--- src/rtl/if_id_pkg.sv ---
// Shared types and constants for the IF/ID skid stage.
package if_id_pkg;

  typedef enum logic [1:0] {
    EMPTY = 2'd0,
    ONE   = 2'd1,
    TWO   = 2'd2
  } state_t;

  localparam logic [31:0] NOP_DEFAULT = '0;

  // Reference layout of one entry at default widths; the RTL packs entries
  // flat as {pc, ir, lane_vld} so the widths can follow the parameters.
  typedef struct packed {
    logic [17:0] pc;
    logic [31:0] ir;
    logic        lane_vld;
  } entry_t;

endpackage

--- src/rtl/if_id_entry.sv ---
// One IF/ID entry register: clear beats load, async active-low reset.
module if_id_entry #(
  parameter int unsigned W = 1
) (
  input  logic         clk,
  input  logic         rst,
  input  logic         load,
  input  logic         clr,
  input  logic [W-1:0] d,
  output logic [W-1:0] q
);

  always_ff @(posedge clk or negedge rst) begin
    if (!rst)      q <= '0;
    else if (clr)  q <= '0;
    else if (load) q <= d;
  end

endmodule

--- src/rtl/if_id_skid_stage.sv ---
// IF/ID pipeline stage with valid/ready handshake, 2-entry skid buffer,
// hazard hold, kill/bubble flush and a saturating flush-drop counter.
module if_id_skid_stage
  import if_id_pkg::*;
#(
  parameter int unsigned          PC_SIZE    = 18,
  parameter int unsigned          DATA_SIZE  = 32,
  parameter int unsigned          LANES      = 1,
  parameter int unsigned          FLUSH_MODE = 1,
  parameter logic [DATA_SIZE-1:0] NOP_VALUE  = DATA_SIZE'(NOP_DEFAULT),
  parameter int unsigned          CNT_W      = 16
) (
  input  logic                       clk,
  input  logic                       rst,
  input  logic                       in_valid,
  output logic                       in_ready,
  input  logic [PC_SIZE-1:0]         in_pc,
  input  logic [LANES*DATA_SIZE-1:0] in_ir,
  input  logic [LANES-1:0]           in_lane_vld,
  input  logic                       hold,
  input  logic                       flush,
  output logic                       out_valid,
  input  logic                       out_ready,
  output logic [PC_SIZE-1:0]         out_pc,
  output logic [LANES*DATA_SIZE-1:0] out_ir,
  output logic [LANES-1:0]           out_lane_vld,
  output logic [CNT_W-1:0]           drop_cnt
);

  localparam int unsigned ENT_W = PC_SIZE + LANES*DATA_SIZE + LANES;

  state_t             state, state_nxt;
  logic [ENT_W-1:0]   main_q, skid_q, main_d, in_ent, bubble_ent;
  logic               main_load, main_clr, skid_load, skid_clr;
  logic               in_fire, out_fire;
  logic               main_has, skid_has;
  logic [1:0]         drop_inc;
  logic [CNT_W:0]     drop_sum;

  assign in_ready   = (state != TWO) && !hold;
  assign out_valid  = (state != EMPTY);
  assign in_fire    = in_valid && in_ready;
  assign out_fire   = out_valid && out_ready && !hold;

  assign in_ent     = {in_pc, in_ir, in_lane_vld};
  assign bubble_ent = {in_pc, {LANES{NOP_VALUE}}, {LANES{1'b0}}};
  assign {out_pc, out_ir, out_lane_vld} = main_q;

  if_id_entry #(.W(ENT_W)) u_main (
    .clk(clk), .rst(rst), .load(main_load), .clr(main_clr), .d(main_d), .q(main_q)
  );

  if_id_entry #(.W(ENT_W)) u_skid (
    .clk(clk), .rst(rst), .load(skid_load), .clr(skid_clr), .d(in_ent), .q(skid_q)
  );

  always_ff @(posedge clk or negedge rst) begin
    if (!rst) state <= EMPTY;
    else      state <= state_nxt;
  end

  always_comb begin
    state_nxt = state;
    main_load = 1'b0;
    main_clr  = 1'b0;
    main_d    = in_ent;
    skid_load = 1'b0;
    skid_clr  = 1'b0;
    if (flush) begin
      skid_clr = 1'b1;
      if (FLUSH_MODE == 0) begin
        state_nxt = EMPTY;
        main_clr  = 1'b1;
      end else begin
        state_nxt = ONE;
        main_load = 1'b1;
        main_d    = bubble_ent;
      end
    end else begin
      unique case (state)
        EMPTY: if (in_fire) begin
          state_nxt = ONE;
          main_load = 1'b1;
        end
        ONE: begin
          if (in_fire && out_fire) begin
            main_load = 1'b1;
          end else if (in_fire) begin
            state_nxt = TWO;
            skid_load = 1'b1;
          end else if (out_fire) begin
            state_nxt = EMPTY;
          end
        end
        TWO: if (out_fire) begin
          state_nxt = ONE;
          main_load = 1'b1;
          main_d    = skid_q;
        end
        default: state_nxt = EMPTY;
      endcase
    end
  end

  // Bubbles (lane_vld all zero) are not real packets and are not counted.
  assign main_has = (state != EMPTY) && (|main_q[LANES-1:0]);
  assign skid_has = (state == TWO) && (|skid_q[LANES-1:0]);
  assign drop_inc = {1'b0, main_has} + {1'b0, skid_has} + {1'b0, in_valid};
  assign drop_sum = {1'b0, drop_cnt} + {{(CNT_W-1){1'b0}}, drop_inc};

  always_ff @(posedge clk or negedge rst) begin
    if (!rst)                     drop_cnt <= '0;
    else if (flush && drop_sum[CNT_W]) drop_cnt <= '1;
    else if (flush)               drop_cnt <= drop_sum[CNT_W-1:0];
  end

endmodule

--- config.mk ---
export PLATFORM = sky130hd
export DESIGN_NAME = if_id_skid_stage
export DESIGN_NICKNAME = d
export VERILOG_FILES = /design/src/rtl/if_id_pkg.sv /design/src/rtl/if_id_entry.sv /design/src/rtl/if_id_skid_stage.sv
export SDC_FILE = /design/constraint.sdc
export NUM_CORES = 1
export LEC_CHECK = 0
export CAP_MARGIN = 10
export CORE_UTILIZATION = 38
export DETAILED_ROUTE_END_ITERATION = 16
export GPL_TIMING_DRIVEN = 0
export PLACE_DENSITY = 0.68
export SLEW_MARGIN = 30
export SYNTH_ARGS = -nofsm -noshare
export SYNTH_HDL_FRONTEND = slang
export SYNTH_SLANG_ARGS = --single-unit
--- constraint.sdc ---
create_clock -name clk -period 2.8 [get_ports clk]
set_input_delay 0.56 -clock clk [delete_from_list [all_inputs] [get_ports clk]]
set_output_delay 0.56 -clock clk [all_outputs]
set_load 0.01 [all_outputs]
After elaboration in Yosys (flattened, before gate mapping)
Index checks and enable logic that the tools add are counted.
- input bits: 57
- output and inout port bits: 69
- bits in registers: 120
- logic and storage cells: 51
- reductions and logical operators: 14
- mux-type cells: 23
- $add $sub $neg: 3
- equality and inequality tests: 7
- operators by type and width (cell ; count):
    $mux W51 ; 5
    $mux W16 ; 2
    $add A16 B2 Y17 ; 1
    $mux W2 ; 6
    $ne A3 B3 Y1 const B ; 3
    $logic_and A1 B1 Y1 ; 8
    $mux W1 ; 8
    $pmux W2 S3 ; 1
    $reduce_bool A2 Y1 ; 3
    $ne A4 B4 Y1 const B ; 1
    $reduce_and A4 Y1 ; 1
    $pmux W1 S3 ; 1
    $add A1 B1 Y2 ; 1
    $add A2 B1 Y2 ; 1
    $eq A2 B1 Y1 const B ; 1
    $eq A2 B2 Y1 const B ; 1
    $logic_not A2 Y1 ; 1
    $ne A2 B2 Y1 const B ; 1
    $logic_not A1 Y1 ; 1

Depth between registers and ports, before layout
Gate-level depths: netlist of run 1.
- word-level depth: 9
- gate-level depth with buffers: 10
- gate-level depth less buffers: 10

Hierarchy
Synthesis of run 1 repeated with hierarchy kept, for this count alone.
- cells, all modules: 575
- area total of the unflattened synthesis: 5929.4 µm²
- by module, submodules not included (module ; seq. area each (µm²) ; area each (µm²) ; instances ; cells each):
    if_id_entry ; 1276.2 ; 2088.3 ; 2 ; 165
    if_id_skid_stage ; 450.4 ; 1752.9 ; 1 ; 245

Worst setup path before layout of run 1
OpenSTA, ideal clock, no wires.
- kind: register to register
- from: reg state[1]
- to: reg drop_cnt[1]
- clock period less this slack: 2.603 ns
- path buffers: 1
- library setup time: 0.080 ns
- data arrival time: 2.523 ns
- cell stages (with the launch flop): 11
- data required time: 2.720 ns
- path slack: 0.197 ns
- cell sequence: dfrtp_1 -> nor2b_1 -> nand2_1 -> fa_1 -> inv_1 -> ha_1 -> fa_1 -> nand3_1 -> or4_4 -> buf_6 -> a31oi_4
- word-level cells in the longest chain between the ends: 7
- elaborated cells between the ends (all ways): 11
- those cells by class: add/sub (3); eq/ne (1); mux (2); reduce/logical (5)
- RTL lines (element ; RTL line ; RTL):
    start, declared ; if_id_skid_stage.sv:32 ; state_t state, state_nxt;
    start signal, assigned ; if_id_skid_stage.sv:59 ; else state <= state_nxt;
    $eq A2 B2 Y1 / $reduce_bool A2 Y1 (equally long branches) ; if_id_skid_stage.sv:107, if_id_skid_stage.sv:106 ;
    $logic_and A1 B1 Y1, on equally long branches ; if_id_skid_stage.sv:107, if_id_skid_stage.sv:106 ;
    $add A1 B1 Y2 * ; if_id_skid_stage.sv:108 ; assign drop_inc = {1'b0, main_has} + {1'b0, skid_has} + {1'b0, in_valid};
    $add A2 B1 Y2 * ; if_id_skid_stage.sv:108 ;
    $add A16 B2 Y17 * ; if_id_skid_stage.sv:109 ; assign drop_sum = {1'b0, drop_cnt} + {{(CNT_W-1){1'b0}}, drop_inc};
    $mux W16 / $logic_and A1 B1 Y1 (equally long branches) ; if_id_skid_stage.sv:114, if_id_skid_stage.sv:113 ;
    $mux W16 / $reduce_bool A2 Y1 (equally long branches) ; - ;
    end signal, assigned ; if_id_skid_stage.sv:114 ; else if (flush) drop_cnt <= drop_sum[CNT_W-1:0];
    end, declared ; if_id_skid_stage.sv:27 ; output logic [CNT_W-1:0] drop_cnt
Every way passes the cells marked *; elsewhere a longest branch is shown, timed or not. The select of a mux whose other input is x is not followed.
A chain may end at the register's enable or synchronous reset.

Worst setup path in the final report of run 1
- from: reg state[0]
- to: reg drop_cnt[14]
Same word-level chain as after synthesis.

==> flow_metrics.tcl, run 1 <==
set metrics [dict create \
    clock-root-buffer "clkbuf_16" \
    syn-num-nets 632 \
    finalSetupViolCount 0 \
    tightest_slew_ns 0.851 \
    period_share_pct 92.3 \
    slew_headroom_pct 42.8 \
    clock_latency_ns 0.42 \
    synth_top_area_cell "dfrtp_1" \
    first_iter_violations 329 \
    synth_top_family_by_area "simple AND/OR/NAND/NOR gates" \
    setup.worst_path.class "reg -> reg" \
    synth_edf_count 0 \
    crit_fanout 7 \
    end_kind "register" \
    yosysWarnings 0 \
    synth_common_cells "180 x nand2_1, 120 x dfrtp_1, 92 x a21oi_1" \
    syn_area_per_cell_sq_um 9.89 \
    cts_sinks 120 \
    grt_pass1_vias 4677 \
    irDropWorstVdd_v 0.000387 \
    antenna_found_initial 0 \
    synth_compound_area_share_pct 10.2 \
    netlist_area_sq_um 5650 \
    fin_nets 777 \
    core_sq_um 14500 \
    leakagePower_nw 3.32 \
    rows 44 \
    place_congestion 0.812 \
    die-area_sq_um 15300 \
    area_growth_pct 37.9 \
    synthFlopType "dfrtp_1" \
    cp-start-kind "register" \
    fin_skew_ns 0.00754 \
    drv_slew 0 \
    layout-drive-gt1-share_pct 15.7 \
    async_flop_share_pct 100 \
    initial_core_util_pct 38.8 \
    reg2regPathDepth 10 \
    die_h_um 124 \
    yosys.area_share.simple_pct 16.2 \
    cp.arrival_ns 2.92 \
    hpwl_um 10000 \
    syn_inst 571 \
    grt_pass1_wl_um 23300 \
    via_count 4663 \
    crit_slowest_cell "dfrtp_2" \
    die_width_um 124 \
    rsz0062_at_grt "no" \
    htreeDepth 4 \
    slowest_delay_ns 0.45 \
    synth.distinct_cells 39 \
    via_per_inst 5.12 \
    ys_ff_latch 120 \
    fin_crit_ns 2.58 \
    hold_viol 0 \
    antenna_left 0 \
    path_cells "nor2b_4, nand2_1, fa_1, inv_1, ha_2, fa_2, nand3_2, nor3_2, a31oi_1, a41oi_1" \
    routed_wl_um 14500 \
    clk_pin_slew_ns 0.06 \
    grt_overflow_total 0 \
    synth_top_area_share_pct 53.2 \
    gr-usage-all-layers_pct 20.2 \
    timing.rr.end "drop_cnt[14]$_DFFE_PN0P_" \
    wl_per_cell_um 15.9 \
    synth_most_common_cell "nand2_1" \
    status "complete, no violations" \
    fmax_ghz 0.387 \
    grt_max_degree 69 \
    place_ws_ns -0.635 \
    synth_xor_area_share_pct 0.931 \
    ios 126 \
    synth_seq_area_share_pct 53.2 \
    worstPathRequired_ns 3.13 \
    synth_fa_ha_area_share_pct 1.15 \
    tritoncts "yes" \
    hold_class "in -> async" \
    r2r_setup_slack_ns 0.22 \
    diodes 0 \
    yosys-mux-area-fraction_pct 13.9 \
    clk_path_buf_depth 2 \
    port_buffers 124 \
    drt-pass1-iter-count 4 \
    ys_top_cells_by_area "dfrtp_1 53%, nand2_1 12%, mux2_2 11%, a21oi_1 8.2%, mux2_1 3.0%" \
    rr_startpoint "state[0]$_DFFE_PN0P_" \
    max-cap-violations 0 \
    setup_slack_ns 0.215 \
    power.density_nw_per_um2 656 \
    p_total_mw 5.11 \
    post-route-drc-count 0 \
    numCtsBuffers 17 \
]
-- cells by family (layout without fill, tap and decap cells) --
logic type,after synthesis,count (layout)
XOR/XNOR,6,6
buffers and inverters,48,204
flip-flops,120,120
adder cells (fa/ha/maj),4,4
AND/OR/NAND/NOR,217,217
AO/OA/AOI/OAI,106,106
multiplexers,70,70
-- metrics by stage --
stage / hold slack, ns / setup TNS, ns / cells / area, sq um / util, %
after floorplan: 0.264 / 0 / 571 / 5650 / -
after global placement: 0.481 / -415.61 / 879 / 7120 / 49.0
after detailed placement: 0.490 / -7.67 / 880 / 7150 / 49.2
after CTS: 0.0508 / 0 / 910 / 7760 / 53.4
after global routing: 0.0728 / 0 / 911 / 7780 / 53.6
final: 0.0336 / 0 / 911 / 7780 / 53.6
-- power by group --
| group | internal, mW | switching [mW] | leakage [nW] |
|---|---|---|---|
| combinational | 0.481 | 0.403 | 1.46 |
| sequential | 1.88 | 0.123 | 1.57 |
| clock | 1.48 | 0.743 | 0.294 |
-- state kept, by name, indices dropped and copies added (netlist names) --
signal,count
drop_cnt,16
state,2
u_skid.q,51
u_main.q,51
-- per-layer routing --
layer / vias up / track usage (%) / part of all wire [%]
met5: - / 0 / 0
met4: 0 / 6.02 / 1.0
met3: 17 / 6.64 / 7.1
met2: 135 / 32.6 / 48
met1: 2300 / 25.7 / 44
li1: 2211 / - / -
-- cells in the final DEF (no fill, tap or decap), types with 4 or more instances in the layout --
cell type	count
a21oi_1	92
a31oi_1	6
buf_2	6
buf_6	7
clkbuf_1	22
clkbuf_16	17
clkbuf_8	4
clkdlybuf4s50_1	122
dfrtp_1	118
inv_1	10
mux2_1	15
mux2_2	54
nand2_1	180
nor2_1	9
xnor2_1	5
-- worst max-delay path by stage --
stage | slack [ns] | start | depth (start not counted) | endpoint
CTS | 0.003 | state[0]$_DFFE_PN0P_ | 10 | drop_cnt[1]$_DFFE_PN0P_
floorplan | 0.20 | state[1]$_DFFE_PN0P_ | 10 | drop_cnt[1]$_DFFE_PN0P_
global route | 0.006 | state[0]$_DFFE_PN0P_ | 9 | drop_cnt[15]$_DFFE_PN0P_
detailed placement | -0.64 | in_valid | 10 | drop_cnt[14]$_DFFE_PN0P_
global placement | -3.42 | rst | 1 | drop_cnt[15]$_DFFE_PN0P_
finish | 0.22 | state[0]$_DFFE_PN0P_ | 10 | drop_cnt[14]$_DFFE_PN0P_
-- timing repair --
action	CTS	global route
gates resized for setup	4	5
setup endpoints to repair	8	15
pin swaps	0	2
buffers inserted	0	1
hold buffers	0	0
-- critical path: cells and delay by family (launching register included) --
family	cells	cell delay, ns
adder cells (fa/ha/maj)	3	0.86
buffers and inverters	1	0.07
AND/OR/NAND/NOR	4	0.77
AO/OA/AOI/OAI	2	0.35
flip-flops	1	0.45
-- cell type report --
class | instances | area [sq um]
inverters | 10 | 37.5
repair buffers | 126 | 1280
flip-flops and latches | 120 | 3010
fillers | 1270 | 6750
multi-input cells | 403 | 2420
plain buffers | 38 | 210
clock buffers | 22 | 484
clock inverters | 8 | 120
well taps | 184 | 230
Note: power is estimated with default switching activity, not from simulation.
==> run 2, diff against run 1 <==
--- a/config.mk
+++ b/config.mk
@@ -10,6 +10,7 @@
 export DETAILED_ROUTE_END_ITERATION = 16
 export GPL_TIMING_DRIVEN = 0
 export PLACE_DENSITY = 0.68
+export SKIP_LAST_GASP = 1
 export SLEW_MARGIN = 30
 export SYNTH_ARGS = -nofsm -noshare
 export SYNTH_HDL_FRONTEND = slang
==> results of run 2 <==
Final layout, timing and power as in run 1 (identical DEF).
==> run 3, diff against run 2 <==
==> constraint.sdc (replaced) <==
create_clock -name clk -period 2.3 [get_ports clk]
set_input_delay 0.46 -clock clk [delete_from_list [all_inputs] [get_ports clk]]
set_output_delay 0.46 -clock clk [all_outputs]
set_load 0.01 [all_outputs]
==> run 3 against run 2 <==
  * Largest power group unchanged
  * Wire length up 3.0%
  * Die area is the same
  * Largest cell class unchanged
  * Sequential share of layout area fell by 0.53 points
  * Clock skew barely moved
  * Clock power grew 11%
  * Critical endpoint is now drop_cnt[7]$_DFFE_PN0P_
  * First-iteration DRC count down 11%
  * Worst hold slack gained 0.46 ns
  * Global-route usage rose by 0.77 points
  * Power rose by 18%
  * Count of clock-buffer cells in the layout up 1
  * Core utilization increased by 0.72 points
  * The flow now finishes with violations (negative setup slack)
  * Final area is 1.4% higher
  * Highest routed layer unchanged
==> flow_metrics.tcl, run 3 (synthesis results as in run 1) <==
set metrics [dict create \
    status "finished with violations" \
    failed_checks "negative setup slack" \
    die_width_um 124 \
    timing.rr.end "drop_cnt[7]$_DFFE_PN0P_" \
    wl_per_cell_um 16.1 \
    tritoncts "yes" \
    fmax_ghz 0.395 \
    clk_pin_slew_ns 0.05 \
    p_int_mw 4.42 \
    via_per_inst 5.10 \
    grt_max_degree 72 \
    area_growth_pct 39.8 \
    comb_power_share_pct 18.5 \
    setup_slack_ns -0.233 \
    most-common-layout-cells "178 x nand2_1, 121 x clkdlybuf4s50_1, 119 x dfrtp_1, 90 x a21oi_1, 54 x mux2_2" \
    cp-start-kind "register" \
    top_regs "u_main.q (51), u_skid.q (51), drop_cnt (16)" \
    post-route-drc-count 0 \
    hold_viol 0 \
    fin_nets 787 \
    slew_headroom_pct 59.7 \
    reg2regPathDepth 10 \
    ios 126 \
    tightest_slew_ns 0.604 \
    antenna_found_initial 1 \
    hpwl_um 10300 \
    routed_wl_um 14900 \
    clock_latency_ns 0.42 \
    crit_fanout 5 \
    final_common_cell "nand2_1" \
    cp.buffers_inverters 2 \
    gr-usage-all-layers_pct 21.0 \
    whs_path_depth 1 \
    p_sw_share_pct 26.6 \
    cp.arrival_ns 2.89 \
    hold_class "reg -> reg" \
    end_kind "register" \
    clockPowerShare_pct 40.9 \
    place_congestion 0.826 \
    die-area_sq_um 15300 \
    finalSetupViolCount 16 \
    antenna_left 0 \
    grt_pass1_wl_um 24000 \
    slowest_delay_ns 0.47 \
    fin_util_pct 54.3 \
    irDropWorstVdd_v 0.000593 \
    sequentialPowerShare_pct 40.6 \
    fin_crit_ns 2.53 \
    worstPathRequired_ns 2.65 \
    core_sq_um 14500 \
    rsz0062_at_grt "yes" \
    clk_path_buf_depth 2 \
    grt_pass1_vias 4722 \
    crit_slowest_cell "or4_4" \
    numCtsBuffers 17 \
    hold_start "u_main.q[27]$_DFFE_PN0P_" \
    drt-pass1-iter-count 6 \
    layout-drive-gt1-share_pct 17.5 \
    via_count 4713 \
    setup.worst_path.class "reg -> reg" \
    grt_overflow_total 0 \
    path_delay_family "adder cells" \
    place_ws_ns -0.779 \
    die_h_um 124 \
    fin_skew_ns 0.00798 \
    holdPathEnd "u_main.q[27]$_DFFE_PN0P_" \
    first_iter_violations 294 \
    initial_core_util_pct 38.8 \
    path_cells "nor2b_4, nand2_2, fa_1, inv_1, ha_2, fa_2, nand3_4, or4_4, bufbuf_16, nand2_1" \
    period_share_pct 110 \
    p_sw_mw 1.60 \
    port_buffers 124 \
    clock-root-buffer "clkbuf_16" \
    leakagePower_nw 3.39 \
    rows 44 \
    r2r_setup_slack_ns -0.23 \
    drv_slew 0 \
    rr_startpoint "state[0]$_DFFE_PN0P_" \
    cts_sinks 120 \
    power.density_nw_per_um2 763 \
    htreeDepth 4 \
    max-cap-violations 0 \
]
-- run 3: timing repair --
item	CTS	global route
hold endpoints to repair	49	0
hold buffers	1	0
gates cloned	1	0
endpoints found under the setup margin	18	27
buffers inserted	6	3
resized for setup	14	3
pin swaps	3	2
-- run 3: worst max path at each step --
stage	from	endpoint	slack, ns	depth (start not counted)
2_1_floorplan	state[1]$_DFFE_PN0P_	drop_cnt[1]$_DFFE_PN0P_	-0.11	10
3_3_place_gp	rst	u_main.q[28]$_DFFE_PN0P_	-3.90	1
3_5_place_dp	in_valid	drop_cnt[11]$_DFFE_PN0P_	-0.78	10
4_1_cts	state[0]$_DFFE_PN0P_	drop_cnt[7]$_DFFE_PN0P_	-0.22	10
5_1_grt	state[0]$_DFFE_PN0P_	drop_cnt[8]$_DFFE_PN0P_	-0.34	10
6_report	state[0]$_DFFE_PN0P_	drop_cnt[7]$_DFFE_PN0P_	-0.23	10
-- run 3: area by class of cell --
type,instances,area (sq um)
Antenna cell,1,2.50
Buffer,38,214
Tap cell,184,230
Inverter,10,37.5
Clock inverter,9,75.1
Timing Repair Buffer,136,1390
Sequential cell,120,3000
Clock buffer,23,468
Fill cell,1316,6640
Multi-Input combinational cell,403,2470
-- run 3: per-layer routing --
layer	track usage [%]	up-vias	wire length (um)
met5	0	-	0
met4	6.85	0	185
met3	7.46	16	1110
met2	32.7	151	6980
met1	27.0	2311	6630
li1	-	2235	-
-- run 3: power by group through the flow --
stage	combinational, mW	sequential (mW)	clock, mW
finish	1.12	2.44	2.46
CTS	1.12	2.45	2.50
detailed placement	1.08	2.47	0
global placement	1.05	2.47	0
floorplan	0.432	2.52	0
global route	1.22	2.47	2.60
-- run 3: worst register-to-register path, cell delays in order (launching register included) --
cell,delay [ns]
dfrtp_2,0.42
nor2b_4,0.14
nand2_2,0.07
fa_1,0.42
inv_1,0.07
ha_2,0.19
fa_2,0.25
nand3_4,0.10
or4_4,0.47
bufbuf_16,0.29
nand2_1,0.05
-- run 3: per-stage QoR --
step                      setup TNS (ns)  cell area, sq um  total power [mW]  std cells  hold WS, ns
after floorplan                   -0.281              5670              2.95        571        0.164
after global placement           -502.67              7140              3.52        879        0.482
after detailed placement          -43.20              7170              3.55        880        0.397
after CTS                          -2.57              7850              6.07        920        0.497
after global routing               -4.45              7890              6.29        924        0.510
final                              -2.59              7890              6.02        924        0.496
